[config.mk]
export PLATFORM = sky130hd
export DESIGN_NAME = bist_controller
export DESIGN_NICKNAME = d
export VERILOG_FILES = /design/src/rtl/bist_controller.sv
export SDC_FILE = /design/constraint.sdc
export NUM_CORES = 1
export LEC_CHECK = 0
export ABC_AREA = 1
export CORE_ASPECT_RATIO = 0.7
export CORE_MARGIN = 2
export CORE_UTILIZATION = 40
export DETAILED_ROUTE_END_ITERATION = 7
export MAX_ROUTING_LAYER = met4
export PLACE_DENSITY = 0.81
export RECOVER_POWER = 50
export SLEW_MARGIN = 20
export SYNTH_ARGS = -nofsm -noshare
export SYNTH_HDL_FRONTEND = slang
export SYNTH_SLANG_ARGS = --single-unit
[constraint.sdc]
create_clock -name clock -period 1.2 [get_ports clock]
set_input_delay 0.18 -clock clock [delete_from_list [all_inputs] [get_ports clock]]
set_output_delay 0.18 -clock clock [all_outputs]
set_load 0.02 [all_outputs]
[src/rtl/bist_controller.sv]
// bist_controller: sequences TPG seeding, MISR compaction and signature check for the full-adder BIST loop
module bist_controller #(
  parameter int NUM_PATTERNS = 8,
  parameter int CNT_W = 4,
  parameter logic [3:0] GOLDEN_SIG = 4'hA
) (
  input  logic             clock,
  input  logic             reset,
  input  logic             start,
  input  logic             abort,
  input  logic [3:0]       misr_sig,
  output logic             tpg_load,
  output logic             tpg_enable,
  output logic             test_mode,
  output logic             ora_rst_n,
  output logic             busy,
  output logic             done,
  output logic             pass,
  output logic             fail,
  output logic [3:0]       signature,
  output logic [CNT_W-1:0] pattern_count
);
  typedef enum logic [2:0] {IDLE, INIT, RUN, COMPARE, DONE} state_t;
  localparam logic [CNT_W-1:0] LAST = CNT_W'(NUM_PATTERNS - 1);
  state_t state, state_next;
  always_comb begin
    state_next = state;
    case (state)
      IDLE:    state_next = start ? INIT : IDLE;
      INIT:    state_next = abort ? IDLE : RUN;
      RUN:     state_next = abort ? IDLE : (pattern_count == LAST) ? COMPARE : RUN;
      COMPARE: state_next = abort ? IDLE : DONE;
      DONE:    state_next = start ? INIT : DONE;
      default: state_next = IDLE;
    endcase
    tpg_load   = state == INIT;
    tpg_enable = state == RUN;
    test_mode  = state inside {INIT, RUN, COMPARE};
    ora_rst_n  = state inside {RUN, COMPARE, DONE};
    busy       = state inside {INIT, RUN, COMPARE};
    done       = state == DONE;
  end
  // Entering INIT or IDLE wipes the previous result so pass/fail never outlive done
  always_ff @(posedge clock) begin
    if (reset) begin
      state         <= IDLE;
      pattern_count <= '0;
      signature     <= '0;
      pass          <= 1'b0;
      fail          <= 1'b0;
    end else begin
      state <= state_next;
      if (state_next inside {IDLE, INIT}) begin
        pattern_count <= '0;
        signature     <= '0;
        pass          <= 1'b0;
        fail          <= 1'b0;
      end else if (state == RUN) begin
        pattern_count <= pattern_count + 1'b1;
      end else if (state == COMPARE) begin
        signature <= misr_sig;
        pass      <= misr_sig == GOLDEN_SIG;
        fail      <= misr_sig != GOLDEN_SIG;
      end
    end
  end
endmodule

### Word-level counts from Yosys, hierarchy flattened

Cells that the tools add are included.

| storage, ports and cells | value |
|---|---|
| input bits | 8 |
| output and inout bits | 16 |
| word-level logic and storage cells | 29 |
| bits in registers | 13 |

| operators by class | value |
|---|---|
| add/subtract/negate cells | 1 |
| eq/ne operators | 8 |
| bitwise operators | 1 |
| muxes and demuxes | 7 |
| reductions and logical operators | 7 |

Operator list:

| kind | number |
|---|---|
| $pmux 3 s5 | 1 |
| $eq 3x1->1 const B | 2 |
| $eq 3x2->1 const B | 2 |
| $logic_not 3->1 | 2 |
| $mux 3 | 2 |
| $reduce_bool 3->1 | 2 |
| $add 4x1->4 const B | 1 |
| $eq 4x3->1 const B | 1 |
| $eq 4x4->1 const B | 1 |
| $mux 2 | 2 |
| $ne 4x4->1 const B | 1 |
| $eq 3x3->1 const B | 1 |
| $mux 1 | 2 |
| $reduce_and 2->1 | 1 |
| $reduce_bool 2->1 | 1 |
| $reduce_or 2->1 | 1 |
| $not 1->1 | 1 |

### Longest topological paths before layout

| depth | value |
|---|---|
| word-level depth | 7 |
| mapped depth | 9 |
| mapped depth without buffers | 8 |

### Least setup slack after synthesis

Ideal clock, no wire load.

| timing path | value |
|---|---|
| path type | register -> output |
| start | register state[2] |
| end | output port ora_rst_n |
| cell stages (with the launch flop) | 4 |
| path buffers | 0 |
| path slack | -0.108 ns |
| required time | 1.020 ns |
| arrival | 1.128 ns |
| path through | dfxtp_1 > inv_2 > nor3_2 > or2_2 |

| on the way | value |
|---|---|
| longest elaborated chain between the ends | 2 |
| elaborated cells on any way between the ends | 4 |
| classes of those cells | 3 x eq/ne; 1 x reduce/logical |

Ends and longest elaborated chain:

| what | line | source |
|---|---|---|
| start, declared | 25 | `state_t state, state_next;` |
| start signal, assigned | 52 | `state <= state_next;` |
| $eq 3x3->1 | -- |  |
| via done | 17 | `output logic done,` |
| $reduce_bool 3->1 | 39 | `ora_rst_n = state inside {RUN, COMPARE, DONE};` |
| end, declared | 15 | `output logic ora_rst_n,` |

The timed path passes the listed nets, and every way through them passes these cells.

### Final worst setup path

| timing path | value |
|---|---|
| start | register state[2] |
| end | output port ora_rst_n |

| on the way | value |
|---|---|
| longest elaborated chain between the ends | 2 |
| elaborated cells on any way between the ends | 4 |
| classes of those cells | 3 x eq/ne; 1 x reduce/logical |

Ends and longest elaborated chain:

| what | line |
|---|---|
| $eq 3x2->1 / $eq 3x3->1 (equally long branches) | 39 |
| $reduce_bool 3->1 (*) | 39 |

Every way passes the cells marked *; elsewhere a longest branch is shown, timed or not.

==> flow_summary.yaml <==
outcome:
  status: "complete, but fails checks"
  violations: "negative setup slack"
sta:
  fmax_mhz: 730
  fin_crit_ns: 1.37
  finalHoldViolCount: 0
  skew_ns: 0.0116
  worstMarginPinSlew_ns: 0.252
  max_slew_margin_pct: 83.2
  drv_slew: 0
  final_min_period_over_clock_period_pct: 114
  setup_viol: 17
  final.setup.worst_slack_ns: -0.169
  rsz0062_at_grt: "yes"
yosys:
  syn_nets: 116
  syn-cell-area_um2: 758
  synth_top_cells_by_area: "dfxtp_1, nand2_1, inv_1"
  async_flop_share_pct: 0
  post-synth-top-area-cell: "dfxtp_1"
  synth_warnings: 0
  synthDominantCellAreaShare_pct: 34.3
  avgSynthCellArea_um2: 7.09
  yosysMostFrequentCell: "nand2_1"
  yosysSeqAreaShare_pct: 34.3
  synth_cells: 107
  ys_ff_latch: 13
  yosys_most_used_dff: "dfxtp_1"
  synth_edf_count: 0
  ys_types: 19
  synthTopCellsByCount: "nand2_1, inv_1, dfxtp_1, nand3_1, nor2_1"
worst_setup_path:
  slowest_delay_ns: 0.39
  cp_data_arrival_time_ns: 1.19
  r2r_slack_ns: -0.11
  worstSetupStartpointType: "register"
  critPathMaxFanout: 4
  path_class: "reg2out"
  r2r_cells: 8
  slowest_stage: "dfxtp_4"
  path_cells: "buf_4, nor2_4, or2_4, buf_6"
  r2r-end: "pattern_count[2]"
  path_delay_family: "flip-flops"
  critPathLaunch: "state[2]"
  required_ns: 1.02
  cp-end-kind: "output pin"
  crit_buf_inv: 2
  r2r_start: "state[1]"
floorplan:
  dieArea_um2: 2270
  start_util_pct: 41.6
  ios: 24
  die_w_um: 56.0
  die_y_um: 40.4
  core_area_um2: 1820
  row_count: 13
drt:
  drt-initial-drc-count: 12
  vias: 849
  ant_nets: 0
  vias_per_cell: 4.80
  routedWlPerCell_um: 14.3
  drc: 0
  drt-total-wl_mm: 2.54
  dr.pass1.iters: 4
clock_tree:
  numCtsBuffers: 3
  cts-root-buf: "clkbuf_4"
  cts_tree: "yes"
  cts_max_level: 1
  numClockSinks: 13
  clock_latency_ns: 0.28
  cts_buffer_depth: 2
  hold_buffers: 0
  clk_pin_slew_ns: 0.07
layout:
  drive_gt1_share_pct: 45.2
  area_delta_synth_final_pct: 77.4
  fin_nets: 165
  stdcell_area_um2: 1350
  diodes: 0
placement:
  place_area_um2: 1110
  port_buffers: 23
  dp_hpwl_mm: 1.49
  post-place-ws_ns: -0.415
  place_congestion: 0.719
power_and_ir_drop:
  totalPowerFinal_mw: 0.890
  power_leakage_nw: 0.645
  vdd_drop_max_mv: 0.499
  power.density_nw_per_um2: 661
grt:
  grt_pass1_vias: 741
  grt_max_degree: 10
  antenna_found_initial: 0
  grt_pass1_wl_mm: 3.30
  grt_overflow: 0
  track_usage_pct: 20.3
worst_hold_path:
  hold_depth: 4
  hp-class: "reg2reg"
  hold_end: "fail"
  min_from: "fail"
job:
  maxCapViolations: 0
==> timing repair <==
item | 4_1_cts | 5_1_grt
gates resized for setup | 77 | 21
pin swaps | 15 | 10
endpoints found under the hold margin | 0 | 0
buffers inserted | 6 | 2
setup endpoints to repair | 29 | 22
==> layer usage <==
layer | global-route usage (%) | part of all wire, % | vias up
met2 | 35.3 | 49 | 44
li1 | - | - | 419
met1 | 24.5 | 40 | 374
met4 | 8.93 | 5.0 | 0
met5 | - | 0 | -
met3 | 2.90 | 5.2 | 12
==> state kept, by name, summed over array words and instances, names as in the netlist <==
| signal | cells |
|---|---|
| signature | 4 |
| state | 3 |
| pass | 1 |
| pattern_count | 4 |
| fail | 1 |
==> cells in the final DEF (no fill, tap or decap), types with 3 or more instances in the layout <==
master and count:
buf_4 10, nor2_4 5, dlygate4sd2_1 7, a21oi_2 3, nor2_1 5, nand2_1 28
dfxtp_4 3, clkbuf_4 3, a21boi_2 6, dfxtp_1 9, inv_1 15, buf_6 21
clkdlybuf4s50_1 7, nand3_1 5, nand2_2 5
==> logic make-up (layout without fill, tap and decap cells) <==
| group | after synthesis | in the layout | share of synthesized area, % |
|---|---|---|---|
| AOI/OAI and AO/OA | 12 | 12 | 14.4 |
| and+or+nand+nor | 57 | 57 | 33.7 |
| buffers and inverters | 23 | 71 | 14.9 |
| xor gates and xnor gates | 1 | 1 | 1.16 |
| DFF | 13 | 13 | 34.3 |
| adders and majority gates | 1 | 1 | 1.65 |
==> layout make-up <==
type | count | area, um2
sequential | 13 | 273
fill | 145 | 477
multi-input combinational | 71 | 474
inverter | 19 | 76.3
clock inverter | 1 | 5.00
tap | 22 | 27.5
clock buffer | 3 | 22.5
timing repair buffer | 48 | 467
==> power breakdown <==
| group | internal (mW) | leakage [nW] | total, mW | switching (mW) |
|---|---|---|---|---|
| logic | 0.0931 | 0.519 | 0.177 | 0.0844 |
| registers | 0.431 | 0.108 | 0.439 | 0.00855 |
| clock network | 0.124 | 0.0177 | 0.273 | 0.149 |
| total | 0.647 | 0.645 | 0.890 | 0.242 |
==> worst min-delay path, cell delays in order, from the launching register on <==
cell	delay, ns
dfxtp_1	0.31
inv_1	0.05
nand2_1	0.05
o21ai_1	0.09
a21oi_2	0.04
==> worst max-delay path by stage <==
stage,end,slack [ns],cells past startpoint
final,ora_rst_n,-0.17,4
after global placement,ora_rst_n,-0.33,4
after detailed placement,ora_rst_n,-0.41,4
after CTS,ora_rst_n,-0.16,3
after global routing,ora_rst_n,-0.22,4
after floorplan,ora_rst_n,-0.03,3
==> metrics by stage <==
stage | hold slack (ns) | instances | utilization [%] | setup TNS [ns]
after floorplan | 0.356 | 107 | - | -0.0394
after global placement | 0.549 | 165 | 61.0 | -3.05
after detailed placement | 0.566 | 165 | 61.0 | -3.85
after CTS | 0.544 | 175 | 70.0 | -1.00
after global routing | 0.599 | 177 | 73.8 | -2.83
final | 0.572 | 177 | 73.8 | -1.83
No activity file was read; power rests on OpenSTA's default activity.
